--- config.mk ---
export PLATFORM = sky130hd
export DESIGN_NAME = fifo_rd_stream
export DESIGN_NICKNAME = d
export VERILOG_FILES = /design/src/rtl/fifo_rd_stream.sv
export SDC_FILE = /design/constraint.sdc
export NUM_CORES = 1
export LEC_CHECK = 0
export BUFFER_PORTS_ARGS = -buffer_cell sky130_fd_sc_hd__buf_2
export CAP_MARGIN = 5
export CORE_MARGIN = 4
export CORE_UTILIZATION = 55
export CTS_BUF_LIST = sky130_fd_sc_hd__clkbuf_4 sky130_fd_sc_hd__clkbuf_8
export CTS_CLUSTER_DIAMETER = 50
export DETAILED_ROUTE_END_ITERATION = 10
export HOLD_SLACK_MARGIN = 0.05
export PLACE_DENSITY = 0.78
export SKIP_LAST_GASP = 1
export SLEW_MARGIN = 20
export SYNTH_ARGS = -nofsm -noshare
export SYNTH_HDL_FRONTEND = slang
export SYNTH_SLANG_ARGS = --single-unit
--- constraint.sdc ---
create_clock -name rclk -period 4.1 [get_ports rclk]
set_clock_uncertainty 0.05 [all_clocks]
set_input_delay 1.23 -clock rclk [delete_from_list [all_inputs] [get_ports rclk]]
set_output_delay 1.23 -clock rclk [all_outputs]
set_load 0.02 [all_outputs]
--- src/rtl/fifo_rd_stream.sv ---
`default_nettype none
// ============================================================================
//  Module      : fifo_rd_stream
//  Description : Async-FIFO read-side adapter. Issues reads against rempty,
//                absorbs the one-cycle memory latency in a 3-entry skid buffer
//                and presents the words as a valid/ready stream.
//  Revision    : 1.0 - initial release
// ============================================================================
module fifo_rd_stream #(
  parameter int DSIZE = 8
) (
  input  logic             rclk,
  input  logic             rrst,
  input  logic             rempty,
  input  logic [DSIZE-1:0] rdata,
  output logic             r_en,
  output logic             m_valid,
  output logic [DSIZE-1:0] m_data,
  input  logic             m_ready,
  output logic [1:0]       buf_cnt
);

  localparam logic [1:0] c_LAST_PTR = 2'd2;
  localparam logic [2:0] c_DEPTH    = 3'd3;

  logic [DSIZE-1:0] buf_q [3];
  logic [DSIZE-1:0] buf_d [3];
  logic [1:0]       wr_ptr_q, wr_ptr_d;
  logic [1:0]       rd_ptr_q, rd_ptr_d;
  logic [1:0]       buf_cnt_q, buf_cnt_d;
  logic             inflight_q, inflight_d;

  logic [2:0]       w_occupancy;
  logic             w_rd_fire;
  logic             w_pop;

  function automatic logic [1:0] ptr_inc(input logic [1:0] p);
    return (p == c_LAST_PTR) ? 2'd0 : p + 2'd1;
  endfunction

  // Reads are gated only by registered state, so m_ready never reaches r_en.
  assign w_occupancy = {1'b0, buf_cnt_q} + {2'b00, inflight_q};
  assign r_en        = ~rrst & ~rempty & (w_occupancy < c_DEPTH);
  assign w_rd_fire   = r_en & ~rempty;

  assign m_valid = (buf_cnt_q != 2'd0);
  assign m_data  = buf_q[rd_ptr_q];
  assign w_pop   = m_valid & m_ready;
  assign buf_cnt = buf_cnt_q;

  always_comb begin
    buf_d      = buf_q;
    wr_ptr_d   = wr_ptr_q;
    rd_ptr_d   = rd_ptr_q;
    inflight_d = w_rd_fire;
    buf_cnt_d  = buf_cnt_q + {1'b0, inflight_q} - {1'b0, w_pop};

    if (inflight_q) begin
      buf_d[wr_ptr_q] = rdata;
      wr_ptr_d        = ptr_inc(wr_ptr_q);
    end
    if (w_pop) begin
      rd_ptr_d = ptr_inc(rd_ptr_q);
    end
  end

  always_ff @(posedge rclk) begin
    if (rrst) begin
      wr_ptr_q   <= 2'd0;
      rd_ptr_q   <= 2'd0;
      buf_cnt_q  <= 2'd0;
      inflight_q <= 1'b0;
    end else begin
      wr_ptr_q   <= wr_ptr_d;
      rd_ptr_q   <= rd_ptr_d;
      buf_cnt_q  <= buf_cnt_d;
      inflight_q <= inflight_d;
    end
  end

  // Storage needs no reset: it is only observed while buf_cnt is non-zero.
  always_ff @(posedge rclk) begin
    buf_q <= buf_d;
  end

endmodule
`default_nettype wire

; ---- Yosys cells after proc, flatten, opt, wreduce, memory -nomap -nowiden
; Index checks and enable logic that the tools add are counted.
[word_totals]
register_bits = 31
memories = 0
rom_bits = 0
latch_bits = 0
ram_bits = 0
out_inout_bits = 12
word_cells = 36
input_bits = 12
[op_classes]
mul = 0
muxes = 8
eq_ne = 2
magnitude_cmp = 4
n_reduce_logical = 2
shifts = 0
n_div = 0
bitwise_logic = 8
addsub = 5
[op_table]
columns = operator, n
row1 = 24-bit bitwise mux, 1
row2 = 8-bit 2-to-1 mux, 3
row3 = 8-bit binary-select mux with 2-bit select, 1
row4 = 8-bit demux with 2-bit select, 1
row5 = "3-bit greater-or-equal comparator, second input constant", 2
row6 = 2-bit NOT with 3-bit output, 2
row7 = "2-bit by 1-bit adder with 2-bit output, second input constant", 2
row8 = 1-bit bitwise AND, 4
row9 = "2-bit equality test, second input constant", 2
row10 = 2-bit 2-to-1 mux, 2
row11 = 2-bit by 1-bit adder with 3-bit output, 1
row12 = "3-bit by 1-bit less-than comparator with 1-bit output, second input constant", 1
row13 = "3-bit by 2-bit less-than comparator with 1-bit output, second input constant", 1
row14 = 2-bit by 1-bit adder with 2-bit output, 1
row15 = 1-bit NOT, 2
row16 = 2-bit nonzero test, 1
row17 = 2-bit by 1-bit subtractor with 2-bit output, 1
row18 = 1-bit logical AND, 1

; ---- Depth between registers and ports, before layout
[logic_depth]
word_depth = 6
depth_mapped = 6
ltp_nobuf = 6

; ---- Worst setup path after synthesis
; OpenSTA, ideal clock, no wires.
[synth_path]
path_type = input to output
start = input port rrst
end = output port r_en
required_time_ps = 2820
slack_ps = 436
path_buffers = 1
arrival_ps = 2384
stages = 2
cell_sequence = buf_6 a2111oi_0
[synth_between]
elab_chain_cells = 3
[synth_lines]
columns = item, line
row1 = from (decl), 13  ; input logic rrst,
row2 = 1-bit NOT, 43  ; assign r_en = ~rrst & ~rempty & (w_occupancy < c_DEPTH);
row3 = 1-bit bitwise AND (2 in a row), 43
row4 = to (decl), 16  ; output logic r_en,
; Every way passes these cells.

; ---- Worst setup path after layout
; Same ends and word-level chain as after synthesis.

==> summary.md <==
| Metric | Value |
|---|---|
| Total GRT Usage | `15.5%` |
| Clk Latency, worst-skew pair | `0.33 ns` |
| First-pass GRT wire length | `3.55 mm` |
| Area leader, netlist | `edfxtp_1` |
| Maximum fanout along the worst path | `10` |
| Area occupied by multi-input gates | `373 um^2` |
| Die Wd | `56.1 um` |
| DR vias/cell | `5.47` |
| PwrDens | `522 mW/mm^2` |
| Filler cells | `178` |
| Leakage Power | `0.558 nW` |
| Residual DRC | `0` |
| Distinct cell type count after synthesis | `25` |
| Flop and latch count out of synthesis | `31` |
| Layout cells sized above 1 | `33.6%` |
| Clock share of power | `21.2%` |
| GRT overflow | `0` |
| ANT nets after route | `0` |
| RSZ-0062 raised after global routing | `false` |
| Sequential Power Share | `52.8%` |
| Cell area after synthesis | `0.00127 mm^2` |
| CTS tree | `yes` |
| Worst-margin pin slew | `0.777 ns` |
| Largest net degree at the start of global routing | `13` |
| Die area | `0.00315 mm^2` |
| Clk buf depth | `2` |
| Setup bufs post-CTS | `0` |
| Sw Ratio | `31.5%` |
| WP data arrival | `1.94 ns` |
| Peak VDD IR | `364 uV` |
| Max Slew Vio Count | `0` |
| Root Buffer | `clkbuf_4` |
| Gpl congestion | `0.737` |
| Most common cell in the netlist | `edfxtp_1` |
| Maxcap violations | `0` |
| Slew HR | `48.0%` |
| Final Hold Vio Count | `0` |
| Internal power | `0.520 mW` |
| Area grow syn2layout | `14.4%` |
| Main flop type after synthesis | `edfxtp_1` |
| Avg Cell Area, Syn | `16.1 um^2` |
| Yosys warning count | `0` |
| Gate Count Post-Synth | `79` |
| 1st-iter DRT viols | `14` |
| Commonest cells in the netlist | `edfxtp_1, mux2i_1, o2bb2ai_1, dfxtp_1` |
| Drt first pass iters | `4` |
| Crit share post-route | `78.4%` |
| Mapped Nets | `95` |
| Num rows | `17` |
| Ports | `24` |
| Status | `finished clean` |
| Vias in the first global route | `789` |
| Final core occ | `65.8%` |
| Total clock sinks | `31` |
| Final wirelength | `2.14 mm` |
| Share of Yosys cell area claimed by the top area cell type | `56.6%` |
| Clock transition at path regs | `0.09 ns` |
| Die H | `56.1 um` |
| Critical setup path kind | `primary input to output port` |
| Wire per inst | `15.9 um` |
| Comb pwr share | `26.0%` |
| FFs w/ async S/R, synth | `0%` |
| CTS H-tree depth | `2` |
| Post-synth EDFFs | `24` |
| Fmax | `311 MHz` |
| # setup viols final | `0` |
| Final HPWL DP | `1.51 mm` |
| Worst setup EP type | `output port` |
| Seq/Total Area, Yosys | `67.6%` |
| Hold Crit Class | `flop to flop` |
| Worst Setup Start Kind | `primary input` |
| Initial Util | `57.5%` |
| CTS resizes | `0` |
| Fin crit period | `3.22 ns` |
| Initial antenna violation count | `0` |
| CTS Hold Bufs | `0` |
| CTS Buf Count | `5` |
| Post-route setup TNS | `0 ns` |
| ANT cells | `0` |
| Core Area | `0.00221 mm^2` |
| Synth top area cells | `edfxtp_1, dfxtp_1, mux2i_1, o2bb2ai_1, ha_1` |
| Worst Path Required | `2.82 ns` |
| P_sw | `0.239 mW` |
| # port buffers | `23` |
| Storage cell area | `861 um^2` |
| Nets | `122` |
| Via count | `739` |
==> per-stage QoR <==
| stage | power, mW | hold WS (ns) | cells | area [um^2] | worst slack, ns |
|---|---|---|---|---|---|
| finish | 0.759 | 0.499 | 135 | 1460 | 0.884 |
| global route | 0.804 | 0.520 | 135 | 1460 | 0.773 |
| CTS | 0.769 | 0.495 | 135 | 1460 | 0.880 |
| detailed placement | 0.608 | 0.474 | 127 | 1400 | 0.892 |
| global placement | 0.599 | 0.448 | 127 | 1400 | 0.966 |
| floorplan | 0.547 | 0.424 | 79 | 1270 | 0.436 |
==> sequential cells by signal (all words and copies together) (netlist names) <==
register and count:
buf_cnt 2, buf_q 24, inflight_q 1, rd_ptr_q 2, wr_ptr_q 2
==> power by group through the flow <==
stage                     Sequential, mW  Combinational [mW]  Clock, mW
after floorplan                    0.390               0.157          0
after global placement             0.405               0.193          0
after detailed placement           0.409               0.200          0
after CTS                          0.401               0.200      0.167
after global routing               0.405               0.217      0.182
final                              0.401               0.198      0.161
==> path summary, 6_finish.rpt <==
check / slack (ns) / end / from / depth (start not counted)
worst max register to register: 2.57 / buf_q[17] / inflight_q / 1
worst min-delay path: 0.50 / wr_ptr_q[1] / wr_ptr_q[1] / 2
worst min register to register: 0.50 / wr_ptr_q[1] / wr_ptr_q[1] / 2
worst max-delay path: 0.88 / r_en / rrst / 3
==> critical path: stages <==
cell	delay (ns)
buf_2	0.15
a2111oi_0	0.31
buf_2	0.24
==> cell families (layout without fill, tap and decap cells) <==
| kind of cell | Yosys count | after routing | share of synthesized area, % |
|---|---|---|---|
| AND/OR/NAND/NOR | 13 | 13 | 6.98 |
| AO/OA/AOI/OAI | 13 | 13 | 8.65 |
| buffers and inverters | 7 | 35 | 3.05 |
| multiplexers | 10 | 10 | 7.96 |
| flip-flops | 31 | 31 | 67.6 |
| adder cells (fa/ha/maj) | 4 | 4 | 3.93 |
| XOR/XNOR | 1 | 1 | 1.77 |
==> metal layers <==
layer	GRT usage, %	vias to the layer above	wire, um	part of all wire [%]
li1	-	354	-	-
met1	15.3	360	798	37
met2	26.7	19	1170	55
met3	6.50	6	121	5.7
met4	9.15	0	49	2.3
met5	0	-	0	0
==> cell usage in the layout, fill, tap and decap left out, drive strengths merged, types with 3 or more instances in the layout <==
master and instances:
clkinv 3, ha 4, buf 24, o2bb2ai 8, nor2b 4, inv 3
mux2i 9, dfxtp 7, edfxtp 24, clkbuf 5
==> final cells by class <==
| class | count | area share [%] |
|---|---|---|
| multi-input combinational | 41 | 25.6 |
| sequential | 31 | 59.2 |
| inverter | 3 | 0.774 |
| timing repair buffer | 24 | 8.43 |
| tap | 28 | 2.41 |
| clock inverter | 3 | 1.03 |
| clock buffer | 5 | 2.58 |
Note: power is estimated with default switching activity, not from simulation.
